--- src/rtl/serial_rx_param.sv ---
// Parametrised LSB-first serial receiver: start bit, DATA_W data bits, optional parity, 1-2 stop bits.
// Define SERIAL_RX_ERR_CNT_EN to add saturating parity/framing error counters.
module serial_rx_param #(
  parameter int DATA_W      = 8,
  parameter int PARITY_MODE = 1,
  parameter int STOP_BITS   = 1
) (
  input  logic              clk,
  input  logic              reset,
  input  logic              in,
  output logic [DATA_W-1:0] out_byte,
  output logic              done,
  output logic              parity_err,
  output logic              frame_err,
  output logic              busy
`ifdef SERIAL_RX_ERR_CNT_EN
  ,
  output logic [7:0]        par_err_cnt,
  output logic [7:0]        frm_err_cnt
`endif
);

  localparam int CNT_W = $clog2(DATA_W + 1);

  typedef enum logic [2:0] {
    S_IDLE,
    S_DATA,
    S_PARITY,
    S_STOP1,
    S_STOP2,
    S_DONE,
    S_BAD,
    S_WAIT
  } state_t;

  state_t              r_state;
  state_t              w_next;
  logic [DATA_W-1:0]   r_shift;
  logic [CNT_W-1:0]    r_cnt;
  logic                r_par;
  logic [DATA_W-1:0]   r_out;
  logic                r_done;
  logic                r_perr;
  logic                r_ferr;
  logic                r_busy;
  logic                w_last_data;
  logic                w_par_ok;
  logic                w_start;

  assign w_last_data = (r_cnt == CNT_W'(DATA_W - 1));
  assign w_par_ok    = (PARITY_MODE == 0) ? 1'b1 :
                       (PARITY_MODE == 1) ? r_par : ~r_par;
  // DONE and BAD behave like IDLE for start detection, giving back-to-back frames
  assign w_start     = ((r_state == S_IDLE) || (r_state == S_DONE) || (r_state == S_BAD)) && !in;

  always_comb begin
    w_next = r_state;
    case (r_state)
      S_IDLE:   if (!in) w_next = S_DATA;
      S_DATA:   if (w_last_data) w_next = (PARITY_MODE != 0) ? S_PARITY : S_STOP1;
      S_PARITY: w_next = S_STOP1;
      S_STOP1: begin
        if (!in)                 w_next = S_WAIT;
        else if (STOP_BITS == 2) w_next = S_STOP2;
        else                     w_next = w_par_ok ? S_DONE : S_BAD;
      end
      S_STOP2: begin
        if (!in) w_next = S_WAIT;
        else     w_next = w_par_ok ? S_DONE : S_BAD;
      end
      S_DONE,
      S_BAD:    w_next = in ? S_IDLE : S_DATA;
      S_WAIT:   if (in) w_next = S_IDLE;
      default:  w_next = S_IDLE;
    endcase
  end

  always_ff @(posedge clk) begin
    if (reset) begin
      r_state <= S_IDLE;
      r_shift <= '0;
      r_cnt   <= '0;
      r_par   <= 1'b0;
      r_out   <= '0;
      r_done  <= 1'b0;
      r_perr  <= 1'b0;
      r_ferr  <= 1'b0;
      r_busy  <= 1'b0;
    end else begin
      r_state <= w_next;
      if (w_start) begin
        r_cnt <= '0;
        r_par <= 1'b0;
      end
      if (r_state == S_DATA) begin
        r_shift <= {in, r_shift[DATA_W-1:1]};
        r_cnt   <= r_cnt + CNT_W'(1);
        r_par   <= r_par ^ in;
      end
      if (r_state == S_PARITY) r_par <= r_par ^ in;
      if (w_next == S_DONE) r_out <= r_shift;
      r_done <= (w_next == S_DONE);
      r_perr <= (w_next == S_BAD);
      r_ferr <= (w_next == S_WAIT) && (r_state != S_WAIT);
      r_busy <= (w_next == S_DATA) || (w_next == S_PARITY) ||
                (w_next == S_STOP1) || (w_next == S_STOP2);
    end
  end

  assign out_byte   = r_out;
  assign done       = r_done;
  assign parity_err = r_perr;
  assign frame_err  = r_ferr;
  assign busy       = r_busy;

`ifdef SERIAL_RX_ERR_CNT_EN
  logic [7:0] r_pcnt;
  logic [7:0] r_fcnt;

  // Counters step together with the pulse they count
  always_ff @(posedge clk) begin
    if (reset) begin
      r_pcnt <= '0;
      r_fcnt <= '0;
    end else begin
      if ((w_next == S_BAD) && (r_pcnt != 8'hFF)) r_pcnt <= r_pcnt + 8'd1;
      if ((w_next == S_WAIT) && (r_state != S_WAIT) && (r_fcnt != 8'hFF)) r_fcnt <= r_fcnt + 8'd1;
    end
  end

  assign par_err_cnt = r_pcnt;
  assign frm_err_cnt = r_fcnt;
`endif

endmodule

--- config.mk ---
export PLATFORM = sky130hd
export DESIGN_NAME = serial_rx_param
export DESIGN_NICKNAME = d
export VERILOG_FILES = /design/src/rtl/serial_rx_param.sv
export SDC_FILE = /design/constraint.sdc
export NUM_CORES = 1
export LEC_CHECK = 0
export BUFFER_PORTS_ARGS = -buffer_cell sky130_fd_sc_hd__buf_4
export CORE_MARGIN = 2
export CORE_UTILIZATION = 35
export CTS_BUF_LIST = sky130_fd_sc_hd__clkbuf_2 sky130_fd_sc_hd__clkbuf_4 sky130_fd_sc_hd__clkbuf_8
export DETAILED_ROUTE_END_ITERATION = 7
export GPL_TIMING_DRIVEN = 0
export PLACE_DENSITY = 0.49
export SYNTH_ARGS = -nofsm -noshare
export SYNTH_HDL_FRONTEND = slang
export SYNTH_SLANG_ARGS = --single-unit
--- constraint.sdc ---
create_clock -name clk -period 2.2 [get_ports clk]
set_input_delay 0.33 -clock clk [delete_from_list [all_inputs] [get_ports clk]]
set_output_delay 0.33 -clock clk [all_outputs]
set_load 0.01 [all_outputs]
Yosys cells after proc, flatten, opt, wreduce, memory -nomap -nowiden
Cells that the tools add are included.
Operators by class
  $add $sub $neg: 1
  reductions and logical operators: 13
  equality and inequality tests: 16
  bitwise operators: 1
  mux-type cells: 12
Operators by type and width (count)
  == test 3 bit (second input constant): 8
  case mux 3 bit (6 select lines): 1
  == test 3 x 2 -> 1 bit (second input constant): 4
  2-to-1 mux 3 bit: 3
  2-to-1 mux 4 bit: 2
  == test 3 x 1 -> 1 bit (second input constant): 2
  logical OR 1 bit: 5
  adder 4 x 1 -> 4 bit (second input constant): 1
  == test 4 x 3 -> 1 bit (second input constant): 1
  2-to-1 mux 1 bit: 4
  2-to-1 mux 2 bit: 2
  OR reduction 2 bit: 2
  logical NOT 3 bit: 1
  != test 3 bit (second input constant): 1
  nonzero test 3 bit: 1
  logical AND 1 bit: 2
  nonzero test 2 bit: 1
  logical NOT 1 bit: 1
  bitwise XOR 1 bit: 1
Storage, ports and cells
  bits in registers: 28
  bits of input ports: 3
  logic and storage cells: 52
  output and inout bits: 12

Logic depth before layout (Yosys ltp)
Gate-level depths: netlist (run 1).
  word-level depth: 7
  depth in mapped cells: 6
  depth with buffers taken out: 6

Worst setup path before layout (run 1)
No wires, ideal clock.
  path kind: input-to-reg
  from: in in
  to: reg r_out[0] (netlist: out_byte[0])
  buffers on the path: 2
  arrival: 1.833 ns
  required time: 2.128 ns
  path slack: 0.295 ns
  cell stages on the path: 6
  library setup time: 0.072 ns
  path through: clkbuf_2 > and4b_2 > or4_4 > buf_6 > nor3_4 > mux2i_1
Between the ends
  longest elaborated chain between the ends: 3
  elaborated cells between the ends (all ways): 6
RTL lines
  start, declared: line 10  | input logic in,
  2-to-1 mux 3 bit (tied with other cells): line 73  | S_WAIT: if (in) w_next = S_IDLE;
  case mux 3 bit (6 select lines) (*): line 58  | case (r_state)
  == test 3 bit (*): line 101  | if (w_next == S_DONE) r_out <= r_shift;
  end signal, assigned: line 101
  end, declared: line 41  | logic [DATA_W-1:0] r_out;
Mark *: on every way between the ends. The rest lies on a longest branch, timed or not.
A chain may end at the register's enable or synchronous reset.

Worst setup path after layout (run 1)
  from: reg r_state[1]
  to: reg r_out[7] (netlist: out_byte[7])
Between the ends
  longest elaborated chain between the ends: 4
  elaborated cells between the ends (all ways): 15
RTL lines
  start, declared: line 36  | state_t r_state;
  start signal, assigned: line 90  | r_state <= w_next;
  == test 3 bit / == test 3 x 2 -> 1 bit (equally long branches): line 58
  OR reduction 2 bit, on equally long branches
  case mux 3 bit (6 select lines) (*): line 58
  == test 3 bit (*): line 101
Marked as above.

==> summary.md, run 1 <==
| Metric | Value |
|---|---|
| Synthesis warning total | `0` |
| Critical Path, Cell by Cell | `buf_6 > nor3b_1 > or4_4 > buf_6 > nor3_4 > mux2i_1` |
| CP max FO | `10` |
| CTS max path bufs | `2` |
| Resized Gates After CTS | `0` |
| Post-Layout Cell Count | `215` |
| TritonCTS clock tree | `done` |
| Maxcap violations | `0` |
| Via/cell ratio | `4.87` |
| Hold Crit Class | `in -> reg` |
| Root buf cell | `clkbuf_8` |
| FILL cells | `374` |
| Placed insts | `211` |
| Period utilization | `93.4%` |
| Initial core utilization | `36.6%` |
| Nets | `174` |
| Worst ir drop on vdd | `0.342 mV` |
| Pin count of the biggest net entering global routing | `17` |
| Gpl congestion | `0.732` |
| Final core utilization | `43.1%` |
| Gr ovfl total | `0` |
| Slew Limit Fails | `0` |
| Detail Placement HPWL | `1.85 mm` |
| CP max-delay cell | `or4_4` |
| Post CTS Setup Buffer Count | `0` |
| EDFF count, synth | `0` |
| Kind of critical path | `reg -> reg` |
| Setup TNS | `0 ps` |
| Synth-to-Final Area Change | `17.6%` |
| Cts bufs inserted | `3` |
| Pre-CTS setup slack | `-65.9 ps` |
| Die W | `65.9 microns` |
| DR DRC count | `0` |
| Synth cell types | `42` |
| Core Rows | `22` |
| # hold bufs at CTS | `0` |
| Die area | `4340 sq um` |
| CP endpoint kind | `register` |
| Worst EP required | `2410 ps` |
| Fraction of registers with async set/reset | `0%` |
| Critical Path Start Type | `register` |
| Fin worst setup slack | `146 ps` |
| Port bufs | `14` |
| Antenna-violating nets left | `0` |
| WL/cell | `12.3 microns` |
| Max Fclk | `0.487 GHz` |
| Yosys reg bits | `28` |
| PD cells | `642 nW/um^2` |
| Final wirelength | `2.64 mm` |
| Count leader, synth | `dfxtp_1` |
| Min Hold Slack | `298 ps` |
| Leakage power | `0.551 nW` |
| Final setup violation count | `0` |
| RSZ-0062 raised after global routing | `no` |
| Status | `completed` |
| Mapped cell area | `1340 sq um` |
| Fin Clk Skew | `9.51 ps` |
| Primary FF master, synth | `dfxtp_1` |
| Ports | `15` |
| Core Region | `3660 sq um` |
| Syn_nets | `155` |
| First-pass GRT wire length | `4.46 mm` |
| Skew-Pair Late Insertion Delay | `280 ps` |
| Detailed Routing Iterations Pass 1 | `4` |
| Number of global-route vias before repair | `967` |
| Sink Count | `28` |
| Die Y | `65.9 microns` |
| H-Tree Depth | `1` |
| Slew headroom | `64.5%` |
| Max stage delay on crit path | `530 ps` |
| Worst-path clk slew | `100 ps` |
| Arrival @ worst endpoint | `2270 ps` |
| Synthesized area per cell | `9.00 sq um` |
| Finished Cell Area | `1580 sq um` |
| Post-DP Area | `1510 sq um` |
| Crit-path most repeated cell | `buf_6` |
| Initial antenna violation count | `0` |
| Initial DRC Count | `50` |
| Post-synth top cells | `dfxtp_1 (28), nand2_1 (22), nand2b_1 (16)` |
| Share of cells above drive strength 1 | `21.0%` |
| GR Util All Layers | `13.4%` |
| Vias | `1046` |
| Antenna Cells | `0` |
| Power after layout | `1.01 mW` |
| Top-area cell type share of the netlist area | `41.8%` |
| Mapped Cells | `149` |
| Area leader, netlist | `dfxtp_1` |
| Final worst path period need | `2050 ps` |
| Worst-Margin Slew | `531 ps` |
| Hold Vio Cnt, Final | `0` |
| Top cells by area, synth | `dfxtp_1 (42%), nand2b_1 (7.5%), nand2_1 (6.2%)` |
| Sequential element share of the synthesized area | `41.8%` |
kinds of logic (layout without fill, tap and decap cells):
group           Yosys count  count (layout)  synth area share, %
buf+inv                  14              32                 5.50
mux                       9               9                 6.81
compound gates           27              27                 13.2
simple gates             66              66                 28.5
flops                    28              28                 41.8
fa+ha+maj                 4               4                 3.55
xor+xnor                  1               1                0.653
path summary, 6_finish.rpt:
path,start,end,slack [ps],cells after the start
worst min register to register,r_shift[0]$_SDFFE_PP0P_,r_shift[0]$_SDFFE_PP0P_,460,2
worst max-delay path,r_state[1]$_SDFF_PP0_,out_byte[7]$_SDFFE_PP0P_,150,6
worst max register to register,r_state[1]$_SDFF_PP0_,out_byte[7]$_SDFFE_PP0P_,150,6
worst min-delay path,reset,r_state[2]$_SDFF_PP0_,300,2
flip-flops by register name, summed over array words and instances, names as in the netlist:
register / flops
r_state: 3
parity_err: 1
busy: 1
r_shift: 8
r_par: 1
done: 1
frame_err: 1
out_byte: 8
r_cnt: 4
placed cells by master (no fill, tap or decap), types with 2 or more instances in the layout:
| master | instances |
|---|---|
| mux2i_1 | 8 |
| nor3b_1 | 3 |
| clkbuf_1 | 7 |
| dfxtp_1 | 28 |
| buf_6 | 2 |
| nand2_1 | 22 |
| ha_1 | 3 |
| nand3_1 | 3 |
| o211ai_1 | 2 |
| buf_4 | 15 |
| o21ai_0 | 2 |
| inv_1 | 2 |
| nand2b_1 | 16 |
| nor3_1 | 3 |
| or3b_2 | 2 |
| nor2_1 | 6 |
| clkbuf_8 | 3 |
| nor4b_1 | 2 |
| a21oi_1 | 13 |
power breakdown:
part           switching [mW]  internal [mW]  total, mW
logic                  0.0487         0.0352     0.0839
clock network           0.162          0.244      0.406
registers             0.00692          0.516      0.523
final cells by class:
class	count	area [sq um]	area share (%)
Buffer	12	66.3	4.20
Clock inverter	1	30.0	1.90
Sequential cell	28	561	35.5
Inverter	2	7.51	0.476
Tap cell	48	60.1	3.81
Multi-Input combinational cell	107	707	44.8
Timing Repair Buffer	14	105	6.66
Clock buffer	3	41.3	2.62
routing by layer:
layer,part of all wire [%],wire length [microns],vias to the layer above,GRT usage (%)
li1,-,-,550,-
met1,51,1360,478,18.3
met2,45,1180,16,21.1
met3,3.0,80,2,1.53
met4,0.87,23,0,6.25
met5,0,0,-,0
critical path, delay by kind of cell (launching register included):
| kind | cells | cell delay, ps |
|---|---|---|
| simple gates | 3 | 1120 |
| flops | 1 | 340 |
| buf+inv | 2 | 290 |
| mux | 1 | 250 |
Power figures use the tool's default switching activity.
==> run 2: changes to the inputs <==
--- a/config.mk
+++ b/config.mk
@@ -11,7 +11,9 @@
 export CTS_BUF_LIST = sky130_fd_sc_hd__clkbuf_2 sky130_fd_sc_hd__clkbuf_4 sky130_fd_sc_hd__clkbuf_8
 export DETAILED_ROUTE_END_ITERATION = 7
 export GPL_TIMING_DRIVEN = 0
+export HOLD_SLACK_MARGIN = 0.15
 export PLACE_DENSITY = 0.49
+export REMOVE_ABC_BUFFERS = 1
 export SYNTH_ARGS = -nofsm -noshare
 export SYNTH_HDL_FRONTEND = slang
 export SYNTH_SLANG_ARGS = --single-unit
==> run 2 against run 1 <==
Net effect:
- wire length fell by 5.3%
- critical endpoint is now busy$_SDFF_PP0_
- sequential power rose by 0.8%
- critical path type unchanged
- combinational power fell by 14%
- maximum frequency fell by 0.79%
- core utilization fell by 1.0 points
- via count fell by 1.6%
- design area fell by 2.4%
- power fell by 1.7%
- critical path depth fell by 2
==> summary.md, run 2 (synthesized netlist as in run 1, its figures left out) <==
| Metric | Value |
|---|---|
| Status | `completed` |
| Detailed Routing Iterations Pass 1 | `2 (-2)` |
| Core Rows | `22 (unchanged)` |
| Delay-heaviest family, CP | `simple AND/OR/NAND/NOR gates` |
| Die Y | `65.9 microns (unchanged)` |
| Buf/Inv on CP | `0 (-2)` |
| Number of global-route vias before repair | `992 (+2.6%)` |
| Worst-Margin Slew | `693 ps (+163 ps)` |
| Core Region | `3660 sq um (unchanged)` |
| Hold Vio Cnt, Final | `0 (unchanged)` |
| CP endpoint kind | `register` |
| Sink Count | `28 (unchanged)` |
| CP max-delay cell | `or3b_2` |
| Final worst path period need | `2070 ps (+16.4 ps)` |
| First-pass GRT wire length | `4.43 mm (-0.78%)` |
| Ports | `15 (unchanged)` |
| TritonCTS clock tree | `done` |
| Gr ovfl total | `0 (unchanged)` |
| Synth-to-Final Area Change | `14.8%` |
| Multi-input gate area | `718 sq um (+1.6%)` |
| R2R setup slack | `130 ps (-20 ps)` |
| Port bufs | `14 (unchanged)` |
| GR Util All Layers | `13.1% (-0.30 points)` |
| FILL cells | `393 (+5.1%)` |
| Most frequent cells in the layout | `dfxtp_1 (26), nand2_1 (22), nand2b_1 (16), buf_4 (16), a21oi_1 (13)` |
| Critical Path Start Type | `register` |
| Power after layout | `0.996 mW (-1.7%)` |
| Initial antenna violation count | `0 (unchanged)` |
| Sequential Area | `563 sq um (+0.45%)` |
| Leakage power | `0.527 nW (-4.4%)` |
| Skew-Pair Late Insertion Delay | `270 ps (about the same)` |
| CP max FO | `18 (+8)` |
| RSZ-0062 raised after global routing | `no` |
| Slew headroom | `53.5% (-11 points)` |
| Slew Limit Fails | `0 (unchanged)` |
| Maxcap violations | `0 (unchanged)` |
| Vias | `1029 (-1.6%)` |
| Via/cell ratio | `5.02 (+3.2%)` |
| DR DRC count | `0 (unchanged)` |
| Final setup violation count | `0 (unchanged)` |
| Hold Crit Class | `in -> reg` |
| Die W | `65.9 microns (unchanged)` |
| Fin Clk Skew | `6.74 ps (-2.77 ps)` |
| Pin count of the biggest net entering global routing | `35 (+18)` |
| Nets | `164 (-5.7%)` |
| Die area | `4340 sq um (unchanged)` |
| Worst-path clk slew | `100 ps (about the same)` |
| Root buf cell | `clkbuf_8` |
| Worst ir drop on vdd | `0.337 mV (-1.5%)` |
| Most common cell after layout, fill and taps aside | `dfxtp_1` |
| Kind of critical path | `reg -> reg` |
| Worst EP required | `2370 ps (-40 ps)` |
| Critical Path, Cell by Cell | `or3b_2 > nor3_4 > and4bb_2 > o21ba_2` |
| Antenna Cells | `0 (unchanged)` |
| Max Fclk | `0.483 GHz (-0.79%)` |
| Final wirelength | `2.50 mm (-5.3%)` |
| Pre-CTS setup slack | `-91.1 ps (-25.2 ps)` |
| CTS max path bufs | `2 (unchanged)` |
| Max stage delay on crit path | `670 ps (+140 ps)` |
| Period utilization | `94.1% (+0.75 points)` |
| H-Tree Depth | `1 (unchanged)` |
| Fin worst setup slack | `130 ps (-16.4 ps)` |
| Initial core utilization | `36.6% (unchanged)` |
| WL/cell | `12.2 microns (-0.73%)` |
| Antenna-violating nets left | `0 (unchanged)` |
| Initial DRC Count | `32 (-36%)` |
| PD cells | `646 nW/um^2 (+0.72%)` |
| Gpl congestion | `0.811 (+11%)` |
| Detail Placement HPWL | `1.64 mm (-11%)` |
| Share of cells above drive strength 1 | `22.3% (+1.3 points)` |
| Cts bufs inserted | `3 (unchanged)` |
| Arrival @ worst endpoint | `2240 ps (-30 ps)` |
## run 2: worst min-delay path, cell delays in order
cell     delay [ps]
buf_4           150
nand2_1          60
a21oi_1          50
## run 2: layout make-up
| cell class | count | area share, % |
|---|---|---|
| multi-input combinational | 107 | 46.6 |
| sequential | 28 | 36.6 |
| timing repair buffer | 16 | 7.80 |
| tap | 48 | 3.90 |
| clock buffer | 3 | 2.68 |
| clock inverter | 1 | 1.95 |
| inverter | 2 | 0.487 |
## run 2: power breakdown
part | switching [mW] | internal (mW) | total, mW
clock | 0.153 | 0.243 | 0.396
sequential | 0.0112 | 0.516 | 0.527
combinational | 0.0406 | 0.0314 | 0.0720
## run 2: path summary, 6_finish.rpt
kind                            cells after the start                      end                    start
worst max-delay path                                4          busy$_SDFF_PP0_    r_state[2]$_SDFF_PP0_
worst min-delay path                                3  r_shift[7]$_SDFFE_PP0P_                       in
worst max register to register                      4          busy$_SDFF_PP0_    r_state[2]$_SDFF_PP0_
worst min register to register                      2  r_shift[0]$_SDFFE_PP0P_  r_shift[0]$_SDFFE_PP0P_
## run 2: stage by stage
step           instance area, sq um  TNS, ps  utilization (%)  hold WS [ps]  instances
4_1_cts                        1540        0             42.0           352        205
3_3_place_gp                   1440    -66.1             39.3           451        199
3_5_place_dp                   1440     -513             39.3           451        199
5_1_grt                        1540        0             42.1           351        205
2_1_floorplan                  1270        0                -           399        137
6_report                       1540        0             42.1           362        205
## run 2: routing by layer
metal / part of all wire (%) / routed length (microns) / GRT usage (%)
met5: 0 / 0 / 0
met4: 0.88 / 22 / 4.69
met3: 2.3 / 58 / 2.04
met2: 47 / 1170 / 21.2
met1: 50 / 1240 / 17.6
## run 2: timing repair
item / in CTS / in global routing
pin swaps: 1 / 0
gates resized for setup: 3 / 1
setup endpoints to repair: 11 / 9
gates cloned: 0 / 0
setup buffers: 2 / 0
hold buffers: 0 / 0
